File: src/rtl/vga_scanout_pkg.sv
// Shared constants, FSM encoding and row helper for the VGA scanout block.
package vga_scanout_pkg;

    localparam int CELL_SIZE = 32;
    localparam int GRID_COLS = 32;
    localparam int GRID_ROWS = 16;

    localparam int H_FPORCH = 1025;
    localparam int H_NEXT   = 1439;
    localparam int V_NEXT   = 740;
    localparam int H_ACTIVE = 1024;
    localparam int V_ACTIVE = 512;

    localparam int X_W     = 11;
    localparam int Y_W     = 10;
    localparam int COLOR_W = 6;
    localparam int DATA_W  = GRID_COLS;
    localparam int ROW_W   = $clog2(GRID_ROWS);
    localparam int COL_W   = $clog2(GRID_COLS);
    localparam int CELL_SH = $clog2(CELL_SIZE);

    typedef enum logic [1:0] {
        FETCH_IDLE = 2'd0,
        FETCH_REQ  = 2'd1,
        FETCH_DONE = 2'd2
    } fetch_state_e;

    // Framebuffer row that will be on screen during the line after y.
    function automatic logic [ROW_W-1:0] next_row(input logic [Y_W-1:0] y);
        logic [Y_W-1:0] ny;
        ny = (y == Y_W'(V_NEXT)) ? '0 : y + 1'b1;
        return ny[CELL_SH +: ROW_W];
    endfunction

endpackage

File: src/rtl/vga_scanout_if.sv
// Framebuffer read bus between the scanout (master) and the framebuffer (slave).
interface vga_scanout_if;
    import vga_scanout_pkg::*;

    logic              fb_req;
    logic [ROW_W-1:0]  fb_addr;
    logic              fb_ack;
    logic [DATA_W-1:0] fb_data;

    modport master (output fb_req, fb_addr, input fb_ack, fb_data);
    modport slave  (input fb_req, fb_addr, output fb_ack, fb_data);

endinterface

File: src/rtl/vga_row_fetch.sv
// Per-line framebuffer row fetch: IDLE/REQ/DONE FSM with pending and active
// line buffers; the active buffer is swapped in at the last column of a line.
module vga_row_fetch
    import vga_scanout_pkg::*;
(
    input  logic              clk,
    input  logic              rst,
    input  logic [X_W-1:0]    x,
    input  logic [Y_W-1:0]    y,
    vga_scanout_if.master     fb,
    output logic [DATA_W-1:0] active_row,
    output logic              underrun
);

    fetch_state_e      state;
    logic [DATA_W-1:0] pending_row;

    always_ff @(posedge clk) begin
        if (rst) begin
            state       <= FETCH_IDLE;
            fb.fb_req   <= 1'b0;
            fb.fb_addr  <= '0;
            pending_row <= '0;
            active_row  <= '0;
            underrun    <= 1'b0;
        end else if (x == X_W'(H_NEXT)) begin
            // End of line: commit the fetched row, or flag a missed deadline.
            // An ack arriving exactly now is still on time.
            state     <= FETCH_IDLE;
            fb.fb_req <= 1'b0;
            case (state)
                FETCH_DONE: active_row <= pending_row;
                FETCH_REQ: begin
                    if (fb.fb_ack) active_row <= fb.fb_data;
                    else           underrun   <= 1'b1;
                end
                default: ;
            endcase
        end else begin
            case (state)
                FETCH_IDLE: begin
                    if (x == X_W'(H_FPORCH)) begin
                        state      <= FETCH_REQ;
                        fb.fb_req  <= 1'b1;
                        fb.fb_addr <= next_row(y);
                    end
                end
                FETCH_REQ: begin
                    if (fb.fb_ack) begin
                        pending_row <= fb.fb_data;
                        state       <= FETCH_DONE;
                        fb.fb_req   <= 1'b0;
                    end
                end
                FETCH_DONE: ;
                default: state <= FETCH_IDLE;
            endcase
        end
    end

endmodule

File: src/rtl/vga_scanout.sv
// VGA scanout: colours each pixel from a 32x16 one-bit framebuffer and delays
// sync by one cycle. Optional grid overlay: define VGA_SCANOUT_GRID_EN.
module vga_scanout
    import vga_scanout_pkg::*;
(
    input  logic               clk,
    input  logic               rst,
    input  logic [X_W-1:0]     x,
    input  logic [Y_W-1:0]     y,
    input  logic               hsync_in,
    input  logic               vsync_in,
    input  logic               blank_in,
    input  logic [COLOR_W-1:0] fg_color,
    input  logic [COLOR_W-1:0] bg_color,
`ifdef VGA_SCANOUT_GRID_EN
    input  logic [COLOR_W-1:0] grid_color,
`endif
    vga_scanout_if.master      fb,
    output logic [COLOR_W-1:0] rgb,
    output logic               hsync,
    output logic               vsync,
    output logic               underrun
);

    logic [DATA_W-1:0]  active_row;
    logic               in_active;
    logic               pix_set;
    logic [COLOR_W-1:0] rgb_next;
    logic [COLOR_W-1:0] rgb_p1;
    logic               hsync_p1;
    logic               vsync_p1;

    vga_row_fetch u_fetch (
        .clk        (clk),
        .rst        (rst),
        .x          (x),
        .y          (y),
        .fb         (fb),
        .active_row (active_row),
        .underrun   (underrun)
    );

    assign in_active = (x < X_W'(H_ACTIVE)) && (y < Y_W'(V_ACTIVE));
    assign pix_set   = active_row[x[CELL_SH +: COL_W]];

    always_comb begin
        rgb_next = bg_color;
        if (blank_in) begin
            rgb_next = '0;
        end else if (in_active) begin
            rgb_next = pix_set ? fg_color : bg_color;
`ifdef VGA_SCANOUT_GRID_EN
            if ((x[CELL_SH-1:0] == '0) || (y[CELL_SH-1:0] == '0))
                rgb_next = grid_color;
`endif
        end
    end

    // Stage p1: registered colour with sync delayed to match
    always_ff @(posedge clk) begin
        if (rst) begin
            rgb_p1   <= '0;
            hsync_p1 <= 1'b0;
            vsync_p1 <= 1'b0;
        end else begin
            rgb_p1   <= rgb_next;
            hsync_p1 <= hsync_in;
            vsync_p1 <= vsync_in;
        end
    end

    assign rgb   = rgb_p1;
    assign hsync = hsync_p1;
    assign vsync = vsync_p1;

endmodule

File: src/flat_wrapper.sv
// flat-port wrapper written by rule: the top's interface ports become plain ports
module vga_scanout_flat import vga_scanout_pkg::*;
  (clk, rst, x, y, hsync_in, vsync_in, blank_in, fg_color, bg_color, rgb, hsync, vsync, underrun, fb_fb_req, fb_fb_addr, fb_fb_ack, fb_fb_data);
  vga_scanout_if fb_i ();
  input  logic clk;
  input  logic rst;
  input  logic [X_W-1:0] x;
  input  logic [Y_W-1:0] y;
  input  logic hsync_in;
  input  logic vsync_in;
  input  logic blank_in;
  input  logic [COLOR_W-1:0] fg_color;
  input  logic [COLOR_W-1:0] bg_color;
  output logic [COLOR_W-1:0] rgb;
  output logic hsync;
  output logic vsync;
  output logic underrun;
  output wire logic [$bits(fb_i.fb_req)-1:0] fb_fb_req;
  output wire logic [$bits(fb_i.fb_addr)-1:0] fb_fb_addr;
  input wire logic [$bits(fb_i.fb_ack)-1:0] fb_fb_ack;
  input wire logic [$bits(fb_i.fb_data)-1:0] fb_fb_data;
  assign fb_fb_req = fb_i.fb_req;
  assign fb_fb_addr = fb_i.fb_addr;
  assign fb_i.fb_ack = fb_fb_ack;
  assign fb_i.fb_data = fb_fb_data;
  vga_scanout u_core (.clk(clk), .rst(rst), .x(x), .y(y), .hsync_in(hsync_in), .vsync_in(vsync_in), .blank_in(blank_in), .fg_color(fg_color), .bg_color(bg_color), .fb(fb_i), .rgb(rgb), .hsync(hsync), .vsync(vsync), .underrun(underrun));
endmodule
File: config.mk
export PLATFORM = sky130hd
export DESIGN_NAME = vga_scanout_flat
export DESIGN_NICKNAME = d
export VERILOG_FILES = /design/src/rtl/vga_scanout_pkg.sv /design/src/rtl/vga_scanout_if.sv /design/src/rtl/vga_row_fetch.sv /design/src/rtl/vga_scanout.sv /design/src/flat_wrapper.sv
export SDC_FILE = /design/constraint.sdc
export NUM_CORES = 1
export LEC_CHECK = 0
export ABC_AREA = 1
export BUFFER_PORTS_ARGS = -buffer_cell sky130_fd_sc_hd__buf_2
export CAP_MARGIN = 15
export CORE_ASPECT_RATIO = 1.2
export CORE_UTILIZATION = 30
export DETAILED_ROUTE_END_ITERATION = 12
export PLACE_DENSITY_LB_ADDON = 0.05
export SLEW_MARGIN = 20
export SYNTH_ARGS = -nofsm -noshare
export SYNTH_HDL_FRONTEND = slang
export SYNTH_HIERARCHICAL = 1
export SYNTH_SLANG_ARGS = --single-unit
File: constraint.sdc
create_clock -name clk -period 3.3 [get_ports clk]
set_clock_uncertainty 0.15 [all_clocks]
set_input_delay 0.165 -clock clk [delete_from_list [all_inputs] [get_ports clk]]
set_output_delay 0.165 -clock clk [all_outputs]
set_load 0.05 [all_outputs]
==> key figures <==
Run status
  • Status: finished, violations left
  • Failing checks: design-rule violations

Worst setup path
  • Critical Path, Cell by Cell: buf_2 -> inv_1 -> nand2_1 -> nor2_1 -> nand2_4 -> nor2_8 -> nand2_1 -> nand2_1 -> nor2_1
  • CP peak stage delay: 0.69 ns
  • CP Capture Type: flop
  • Worst path bufs/invs: 2
  • Crit-path leading delay family: simple AND/OR/NAND/NOR gates
  • Worst setup SP type: input port
  • WP data required: ~3.4 ns
  • CP max FO: 64
  • Critical path class: input port to flop
  • WP data arrival: 2.04 ns
  • Crit-path slowest cell: nor2_8
  • Crit-path most repeated cell: nand2_1

Floorplanning
  • Die H: between 100 and 150 um
  • Full die area: 14900 um^2
  • # IOs: 85
  • Die X: 112 um
  • Row count: 47
  • Core Area: 13900 um^2
  • Initial Util: 31.0%

Layout
  • Fin nets: 861
  • Share of cells above drive strength 1: 15.0%
  • # diodes: 0
  • Commonest non-fill, non-tap cell in the layout: nand2_1
  • Syn-to-layout area delta: 21.3%
  • Commonest non-fill, non-tap cells in the layout: nand2_1, nor2_1, inv_1
  • Design area: 5240 um^2

Synthesis
  • Top cell type's share of synthesized area: 37.1%
  • Synth unique cells: 26
  • Synth warnings: 6
  • Post-synth top area cell: dfxtp_1
  • Post-synth top flop: dfxtp_1
  • Yosys reg bits: 80
  • Mapped Cells: 709
  • Post-synthesis sequential area ratio: 37.1%
  • EDFF count, synth: 0
  • Mapped Nets: 780
  • Mapped cell area: 4320 um^2
  • Asr flop ratio synth: 0%
  • Syn_area_per_cell: 6.09 um^2
  • Largest cells by area after synthesis: dfxtp_1, nand2_1, nor2_1

Detailed routing
  • DRC: 11
  • Antenna Nets Post-Route: 0
  • Drt first pass iters: 9
  • WL final: between 10000 and 15000 um
  • Routed WL per cell: 11.2 um
  • Via-per-instance ratio: around 4.4
  • Number of DRC markers in iteration 0: 176
  • Via count: roughly 4300

Clock network
  • CTS tree: built
  • Skew-Pair Late Insertion Delay: 0.34 ns
  • Number of buffers created by CTS: 9
  • Postcts setup bufs: 0
  • Root Buffer: clkbuf_16
  • CTS resizes: 0
  • Htree depth: 3
  • Clk pin slew, worst setup/hold paths: 0.06 ns
  • CTS max path bufs: 2
  • Hold_buf cts: 16
  • Clock tree sinks: 80

GRT
  • First-pass GRT wire length: between 15000 and 20000 um
  • Largest net degree at the start of global routing: 66
  • Vias in the first global route: 3968
  • Gr usage total: 15.2%
  • Grt total ovfl: 0
  • Antenna violations before repair: 0

Power and ir drop
  • Pwr Total: 2.26 mW
  • Combinational Power Share: under 10%
  • PwrDens: 432 nW/um^2
  • Clock Power Share: between 40% and 50%
  • Psw: 0.531 mW
  • Leakage: 2.48 nW
  • VDD IR max: 0.175 mV
  • Int Pwr: 1.73 mW
  • Sequential Power Share: 42.9%
  • Switching Share: 23.5%

Placement
  • Dpl hpwl: 7250 um
  • Cell Area, Placed: around 4800 um^2
  • Number of I/O port buffers: 84
  • Placer Congestion: approximately 0.8

STA
  • WHS: 0.0116 ns
  • Final period util: around 59%
  • Setup TNS: 0 ns
  • Slew @ Worst Pin: 1.08 ns
  • Slew headroom: 27.9%
  • Fmax: 510 MHz
  • Max-slew violations: 0
  • Clock period minus worst slack: 1.96 ns
  • Final hold vios: 0
  • RSZ-0062 raised after global routing: false
  • Final setup violation count: 0

Flow run
  • Total of max-cap violations: 0

Min path
  • Hold Path Class: input port to flop
worst reg2reg max path: cells and delay by family (launching register included):
kind,cells,cell delay [ns]
and+or+nand+nor,9,0.82
buffers and inverters,2,0.58
DFF,1,0.35
flip-flops by register name, summed over array words and instances (netlist names):
register / flops
u_core/u_fetch/pending_row: 32
u_core/vsync: 1
u_core/u_fetch/fb.fb_addr: 4
u_core/hsync: 1
u_core/rgb: 6
u_core/u_fetch/underrun: 1
u_core/u_fetch/state: 2
u_core/u_fetch/active_row: 32
u_core/u_fetch/fb.fb_req: 1
metal layers:
layer  global-route usage [%]  vias up  wire, um
li1                         -     2296         -
met1                     19.4     1878      5380
met2                     25.1       87      4790
met3                     3.41       12       492
met4                     5.93        0       165
met5                        0        -         0
path summary, 6_finish.rpt:
check                                               startpoint  slack, ns  cells past startpoint                             end
worst max-delay path                                      x[5]       1.34                      9   u_core/u_fetch/active_row[15]
worst min-delay path                            fb_fb_data[11]       0.01                      5  u_core/u_fetch/pending_row[11]
worst max register to register    u_core/u_fetch/active_row[9]       1.35                     11                   u_core/rgb[5]
worst min register to register  u_core/u_fetch/pending_row[31]       0.32                      2  u_core/u_fetch/pending_row[31]
cells by family (layout without fill, tap and decap cells):
kind of cell	after synthesis	in the layout	share of synthesized area [%]
AO/OA/AOI/OAI	38	38	4.40
buffers and inverters	136	222	14.2
flip-flops	80	80	37.1
AND/OR/NAND/NOR	455	455	44.3
per-stage QoR:
step	setup slack (ns)	util, %	cells
3_5_place_dp	0.925	34.1	934
3_3_place_gp	0.938	34.1	934
2_1_floorplan	1.94	-	709
5_1_grt	1.12	37.6	966
6_report	1.34	37.6	966
4_1_cts	1.30	37.6	966
power by group through the flow:
| stage | clock network (mW) | logic (mW) | registers [mW] |
|---|---|---|---|
| finish | 1.09 | 0.199 | 0.971 |
| global route | 1.18 | 0.223 | 0.971 |
| CTS | 1.14 | 0.201 | 0.971 |
| detailed placement | 0 | 0.186 | 0.993 |
| global placement | 0 | 0.185 | 0.993 |
| floorplan | 0 | 0.0977 | 1.01 |
cell usage after synthesis (2+ instances only):
| master | n |
|---|---|
| buf_1 | 4 |
| nand4_1 | 8 |
| nor2_1 | 168 |
| buf_6 | 8 |
| o21ai_0 | 32 |
| inv_1 | 99 |
| clkbuf_1 | 5 |
| buf_2 | 15 |
| nand3_4 | 2 |
| nand2_2 | 5 |
| nor3b_1 | 2 |
| inv_2 | 3 |
| dfxtp_1 | 80 |
| a21oi_1 | 5 |
| nand2_1 | 197 |
| nand3_1 | 66 |
cell type report:
cell class / count / area [um^2]
Clock buffer: 11 / 243
Clock inverter: 5 / 80.1
Fill cell: 1516 / 8700
Inverter: 103 / 394
Multi-Input combinational cell: 493 / 2110
Sequential cell: 80 / 1600
Tap cell: 171 / 214
Timing Repair Buffer: 103 / 603
(Power assumes the default switching activity.)
